## src/rtl/sr_trace_monitor.sv

```systemverilog
// sr_trace_monitor: watches the sr_cpu fetch stream (pc, instr), turns each
// run of consecutive identical pc values into one retirement record
// {pc, instr, cycles}, counts EBREAK entries, halts on WFI and queues the
// records in a small FIFO so a slow reader (UART, debug port) can drain them.
module sr_trace_monitor #(
  parameter int DEPTH = 8,
  parameter int CNT_W = 16
) (
  input  logic             clk,
  input  logic             rst_n,
  input  logic [31:0]      pc,
  input  logic [31:0]      instr,
  input  logic             trace_ready,
  output logic             trace_valid,
  output logic [31:0]      trace_pc,
  output logic [31:0]      trace_instr,
  output logic [CNT_W-1:0] trace_cycles,
  output logic [CNT_W-1:0] error_count,
  output logic             halted,
  output logic             overflow
);

  localparam int AW = $clog2(DEPTH);

  localparam logic [31:0] INSTR_EBREAK = 32'h0010_0073;
  localparam logic [31:0] INSTR_WFI    = 32'h1050_0073;

  // Monitor mode: waiting for the first fetch, tracking instructions,
  // one extra edge to emit the WFI record, then frozen until reset.
  typedef enum logic [1:0] {
    ST_IDLE  = 2'd0,
    ST_RUN   = 2'd1,
    ST_WPEND = 2'd2,
    ST_HALT  = 2'd3
  } state_t;

  state_t state_q, state_d;

  // Saturating increment shared by the cycle and error counters.
  function automatic logic [CNT_W-1:0] sat_inc(input logic [CNT_W-1:0] v);
    return (&v) ? v : v + CNT_W'(1);
  endfunction

  logic [31:0]      prev_pc_q, prev_pc_d;
  logic [31:0]      prev_instr_q, prev_instr_d;
  logic [CNT_W-1:0] cur_cnt_q, cur_cnt_d;
  logic [CNT_W-1:0] err_q, err_d;
  logic             ovf_q, ovf_d;

  logic             capture;     // load prev_* from the current fetch
  logic             hold;        // same instruction still at pc
  logic             rec_push;    // a record is offered to the FIFO
  logic             rec_wfi;     // the offered record is the WFI record

  logic [31:0]      rec_pc;
  logic [31:0]      rec_instr;
  logic [CNT_W-1:0] rec_cnt;

  logic [AW:0]      wr_ptr_q, wr_ptr_d;
  logic [AW:0]      rd_ptr_q, rd_ptr_d;
  logic             fifo_empty;
  logic             fifo_full;
  logic             pop;
  logic             push_ok;
  logic             push_drop;

  logic [31:0]      mem_pc_q    [DEPTH];
  logic [31:0]      mem_instr_q [DEPTH];
  logic [CNT_W-1:0] mem_cnt_q   [DEPTH];

  // Mode register.
  always_ff @(posedge clk or negedge rst_n) begin
    if (!rst_n) state_q <= ST_IDLE;
    else        state_q <= state_d;
  end

  // Next mode and per-edge actions (capture, count, push).
  always_comb begin
    state_d  = state_q;
    capture  = 1'b0;
    hold     = 1'b0;
    rec_push = 1'b0;
    rec_wfi  = 1'b0;
    unique case (state_q)
      ST_IDLE: begin
        // First edge after reset only seeds the tracker; nothing to emit yet.
        capture = 1'b1;
        state_d = (instr == INSTR_WFI) ? ST_WPEND : ST_RUN;
      end
      ST_RUN: begin
        if (pc != prev_pc_q) begin
          rec_push = 1'b1;
          capture  = 1'b1;
          if (instr == INSTR_WFI) state_d = ST_WPEND;
        end else begin
          hold = 1'b1;
        end
      end
      ST_WPEND: begin
        // WFI is emitted with a fixed one-cycle occupancy, then we freeze.
        rec_push = 1'b1;
        rec_wfi  = 1'b1;
        state_d  = ST_HALT;
      end
      default: begin
        state_d = ST_HALT;
      end
    endcase
  end

  // Record offered to the FIFO is always the instruction being left.
  always_comb begin
    rec_pc    = prev_pc_q;
    rec_instr = prev_instr_q;
    rec_cnt   = rec_wfi ? CNT_W'(1) : cur_cnt_q;
  end

  // Tracker and error counter next-state.
  always_comb begin
    prev_pc_d    = prev_pc_q;
    prev_instr_d = prev_instr_q;
    cur_cnt_d    = cur_cnt_q;
    err_d        = err_q;
    if (capture) begin
      prev_pc_d    = pc;
      prev_instr_d = instr;
      cur_cnt_d    = CNT_W'(1);
      if (instr == INSTR_EBREAK) err_d = sat_inc(err_q);
    end else if (hold) begin
      cur_cnt_d = sat_inc(cur_cnt_q);
    end
  end

  // Tracker and error counter registers.
  always_ff @(posedge clk or negedge rst_n) begin
    if (!rst_n) begin
      prev_pc_q    <= '0;
      prev_instr_q <= '0;
      cur_cnt_q    <= '0;
      err_q        <= '0;
    end else begin
      prev_pc_q    <= prev_pc_d;
      prev_instr_q <= prev_instr_d;
      cur_cnt_q    <= cur_cnt_d;
      err_q        <= err_d;
    end
  end

  // FIFO status: pointers carry one extra wrap bit so full/empty differ
  // only in the MSB.
  always_comb begin
    fifo_empty = (wr_ptr_q == rd_ptr_q);
    fifo_full  = (wr_ptr_q[AW] != rd_ptr_q[AW]) &&
                 (wr_ptr_q[AW-1:0] == rd_ptr_q[AW-1:0]);
    pop        = !fifo_empty && trace_ready;
    // A pop frees the slot in the same cycle, so a full FIFO still accepts.
    push_ok    = rec_push && (!fifo_full || pop);
    push_drop  = rec_push && fifo_full && !pop;
    wr_ptr_d   = push_ok ? wr_ptr_q + 1'b1 : wr_ptr_q;
    rd_ptr_d   = pop     ? rd_ptr_q + 1'b1 : rd_ptr_q;
    ovf_d      = ovf_q | push_drop;
  end

  // FIFO pointers and sticky overflow flag.
  always_ff @(posedge clk or negedge rst_n) begin
    if (!rst_n) begin
      wr_ptr_q <= '0;
      rd_ptr_q <= '0;
      ovf_q    <= 1'b0;
    end else begin
      wr_ptr_q <= wr_ptr_d;
      rd_ptr_q <= rd_ptr_d;
      ovf_q    <= ovf_d;
    end
  end

  // FIFO storage; contents are meaningless until written, so no reset.
  always_ff @(posedge clk) begin
    if (push_ok) begin
      mem_pc_q[wr_ptr_q[AW-1:0]]    <= rec_pc;
      mem_instr_q[wr_ptr_q[AW-1:0]] <= rec_instr;
      mem_cnt_q[wr_ptr_q[AW-1:0]]   <= rec_cnt;
    end
  end

  // Head record straight from storage, forced to zero while empty so the
  // outputs read 0 after reset.
  always_comb begin
    trace_valid  = !fifo_empty;
    trace_pc     = fifo_empty ? '0 : mem_pc_q[rd_ptr_q[AW-1:0]];
    trace_instr  = fifo_empty ? '0 : mem_instr_q[rd_ptr_q[AW-1:0]];
    trace_cycles = fifo_empty ? '0 : mem_cnt_q[rd_ptr_q[AW-1:0]];
    error_count  = err_q;
    halted       = (state_q == ST_HALT);
    overflow     = ovf_q;
  end

endmodule

```

## config.mk

```make
export PLATFORM = sky130hd
export DESIGN_NAME = sr_trace_monitor
export DESIGN_NICKNAME = d
export VERILOG_FILES = /design/src/rtl/sr_trace_monitor.sv
export SDC_FILE = /design/constraint.sdc
export NUM_CORES = 1
export LEC_CHECK = 0
export ABC_AREA = 1
export ABC_CLOCK_PERIOD_IN_PS = 12700
export BUFFER_PORTS_ARGS = -buffer_cell sky130_fd_sc_hd__clkbuf_2
export CAP_MARGIN = 20
export CORE_AREA = 4 4 324 326
export DETAILED_ROUTE_END_ITERATION = 8
export DIE_AREA = 0 0 328 330
export PLACE_DENSITY = 0.49
export SYNTH_ARGS = -nofsm -noshare
export SYNTH_HDL_FRONTEND = slang
export SYNTH_SLANG_ARGS = --single-unit
```

## constraint.sdc

```tcl
create_clock -name clk -period 12.7 [get_ports clk]
set_clock_uncertainty 0.1 [all_clocks]
set_input_delay 1.27 -clock clk [delete_from_list [all_inputs] [get_ports clk]]
set_output_delay 1.27 -clock clk [all_outputs]
set_load 0.005 [all_outputs]
```

==> impl_metrics.json <==
{
  "sum_of_negative_setup_slack_ns": 0,
  "grt_pass1_wl_mm": 124.4,
  "worst_ep_arrival_time_ns": 4.61,
  "num_vias": 19918,
  "timing.critical_path.slowest_cell_delay_ns": 0.92,
  "layout.cells.most_common_list": "sky130_fd_sc_hd__edfxtp_1 (640), sky130_fd_sc_hd__nor2_1 (535), sky130_fd_sc_hd__o21ai_0 (370)",
  "place.detailed.hpwl_mm": 46.49,
  "mostFrequentLayoutCell": "sky130_fd_sc_hd__edfxtp_1",
  "grt.total_usage": 0.1502,
  "clock.fmax_mhz": 167.1,
  "drt_drc_violations_left": 0,
  "h-tree-depth": 3,
  "place_congestion": 0.7831,
  "syn_nets": 2653,
  "critical_path_peak_fanout": 93,
  "holdBufCountCts": 0,
  "stdcell_area_um2": 35180,
  "die_w_um": 328,
  "p_leak_uw": 0.01261,
  "detailedRoute.firstPassIterationCount": 5,
  "detail_route_antenna_nets": 0,
  "clockRootBuffer": "sky130_fd_sc_hd__clkbuf_16",
  "grt_start_max_net_pins": 202,
  "detailed_route_wire_length_per_cell_um": 19.92,
  "tritoncts": "built",
  "max_slew.worst_pin.slew_ns": 1.104,
  "hp-class": "register to register",
  "num_rows": 117,
  "synthesis.area_per_instance_um2": 11.82,
  "criticalPathCategory": "register to output pin",
  "critical_path.slowest_cell": "sky130_fd_sc_hd__dfrtp_4",
  "layout.nets": 2768,
  "max-cap-violations": 0,
  "path_common_cell": "sky130_fd_sc_hd__buf_4",
  "final-max-slew-violation-count": 0,
  "clock_latency_ns": 0.63,
  "run_status": "completed",
  "clk_path_buf_depth": 3,
  "count_of_endpoints_failing_hold_in_the_final_timing_report": 0,
  "yosys_register_bits": 747,
  "vdd.ir_drop.worst_mv": 0.1453,
  "ioPinCount": 166,
  "final_util": 0.3457,
  "timing.max_slew.rel_slack": 0.2642,
  "timing.critical_path.cells": "buf_4 > buf_4 > o21ai_0 > o22ai_1 > o21ai_1 > a31oi_1 > clkbuf_2",
  "syn2layout_area_growth_pct": 15.47,
  "synthesis.instances": 2578,
  "die_area_um2": 108200,
  "seq_area_frac_synth": 0.7188,
  "core_area_um2": 101700,
  "drive_above_1_share": 0.1269,
  "critPathLaunchType": "register",
  "grt_remaining_overflow": 0,
  "critical_path_required_ns": 11.33,
  "initial_utilization": 0.2994,
  "grt_pass1_vias": 19853,
  "cts_resized": 0,
  "async_reset_ff_frac": 0.1432,
  "avgViaCountPerCell": 4.827,
  "grt_antenna_before_repair": 1,
  "synth_enable_flop_cells": 640,
  "cts.sink_count": 747,
  "grt_setup_unrepaired": "false",
  "clkSlewWorstSetupHoldPaths_ns": 0.06,
  "timing.final.crit_share": 0.4713,
  "power.density_nw_per_um2": 201.7,
  "nFillCells": 10024,
  "synth_cell_type_count": 36,
  "period_needed_ns": 5.985,
  "synthesis.yosys.warnings": 0,
  "port_buffers": 165,
  "synth-main-ff-cell": "sky130_fd_sc_hd__edfxtp_1",
  "endpoint_kind": "output pin",
  "dpl_cell_area_um2": 32560,
  "syn_area_um2": 30460,
  "route.final.wire_length_mm": 82.19,
  "post-cts-setup-buffer-count": 0,
  "dr.first_iter.drc_count": 1667,
  "floorplan.die.height_um": 330,
  "cts_buffers": 78,
  "final-setup-viol-count": 0
}
-- worst max-delay path, delay by kind of cell, from the launching register on --
family | cells | cell delay [ns]
flops | 1 | 0.92
buf+inv | 3 | 1.93
compound gates | 4 | 1.04
-- per-stage QoR --
step                      cells  setup slack [ns]  hold WS [ns]  power, uW
after floorplan            2578             6.588        0.3419       4024
after global placement     3977             6.578        0.3569       4880
after detailed placement   3979             6.921        0.3816       4911
after CTS                  4123             6.678        0.3951       7201
after global routing       4125             6.430        0.4279       7542
final                      4126             6.715        0.3870       7094
-- per-layer routing --
| metal | up-vias | track usage | wire, um |
|---|---|---|---|
| li1 | 9387 | - | - |
| met4 | 0 | 0.03842 | 1586 |
| met2 | 511 | 0.2488 | 39170 |
| met5 | - | 0 | 0 |
| met1 | 9927 | 0.2036 | 36950 |
| met3 | 93 | 0.02899 | 4481 |
-- kinds of logic after synthesis --
kind of cell	after synthesis	synth area share
simple gates	970	0.1291
flops	747	0.7188
compound gates	587	0.1036
buf+inv	225	0.03343
xor+xnor	41	0.01179
fa+ha+maj	8	0.003286
-- power breakdown --
part	switching [uW]	internal [uW]	leakage [uW]	total (uW)
registers	94.2	2670	0.00741	2770
clock network	940	1340	0.00126	2280
logic	1380	665	0.00393	2050
-- layout make-up --
cell class,instances,area [um2],share of cell area
tap,1368,1712,0.04866
antenna,1,2.502,0.00007114
timing repair buffer,191,1100,0.03127
inverter,69,276.5,0.007861
clock buffer,104,2195,0.06239
multi-input combinational,1606,7621,0.2167
sequential,747,21900,0.6227
clock inverter,40,365.4,0.01039
-- worst paths after layout --
kind,startpoint,cells past startpoint,end,slack (ns)
max reg2reg,rd_ptr_q[0],11,mem_pc_q[1][1],7.00
max in group asynchronous,rst_n,2,rd_ptr_q[1],10.61
min,cur_cnt_q[15],2,cur_cnt_q[15],0.39
min reg2reg,cur_cnt_q[15],2,cur_cnt_q[15],0.39
min in group asynchronous,rst_n,1,prev_pc_q[11],0.55
max,rd_ptr_q[0],7,trace_cycles[14],6.72
-- flip-flops by register name (all words and copies together) (netlist names), 2 cells and up --
name	flops
rd_ptr_q	4
wr_ptr_q	4
prev_pc_q	32
state_q	2
mem_cnt_q	128
prev_instr_q	32
mem_instr_q	256
cur_cnt_q	16
mem_pc_q	256
error_count	16
-- Yosys cell counts (29+ instances only) --
cell / instances / area [um2]
sky130_fd_sc_hd__buf_2: 34 / 170.2
sky130_fd_sc_hd__nand2_1: 318 / 1194
sky130_fd_sc_hd__edfxtp_1: 640 / 19220
sky130_fd_sc_hd__nand3_1: 29 / 145.1
sky130_fd_sc_hd__dfrtp_1: 107 / 2678
sky130_fd_sc_hd__clkbuf_1: 93 / 349.1
sky130_fd_sc_hd__a31oi_1: 80 / 500.5
sky130_fd_sc_hd__o21ai_0: 370 / 1852
sky130_fd_sc_hd__o21ai_1: 47 / 235.2
sky130_fd_sc_hd__inv_1: 60 / 225.2
sky130_fd_sc_hd__nor2_1: 543 / 2038
sky130_fd_sc_hd__o22ai_1: 80 / 500.5
No activity file was read; power rests on OpenSTA's default activity.
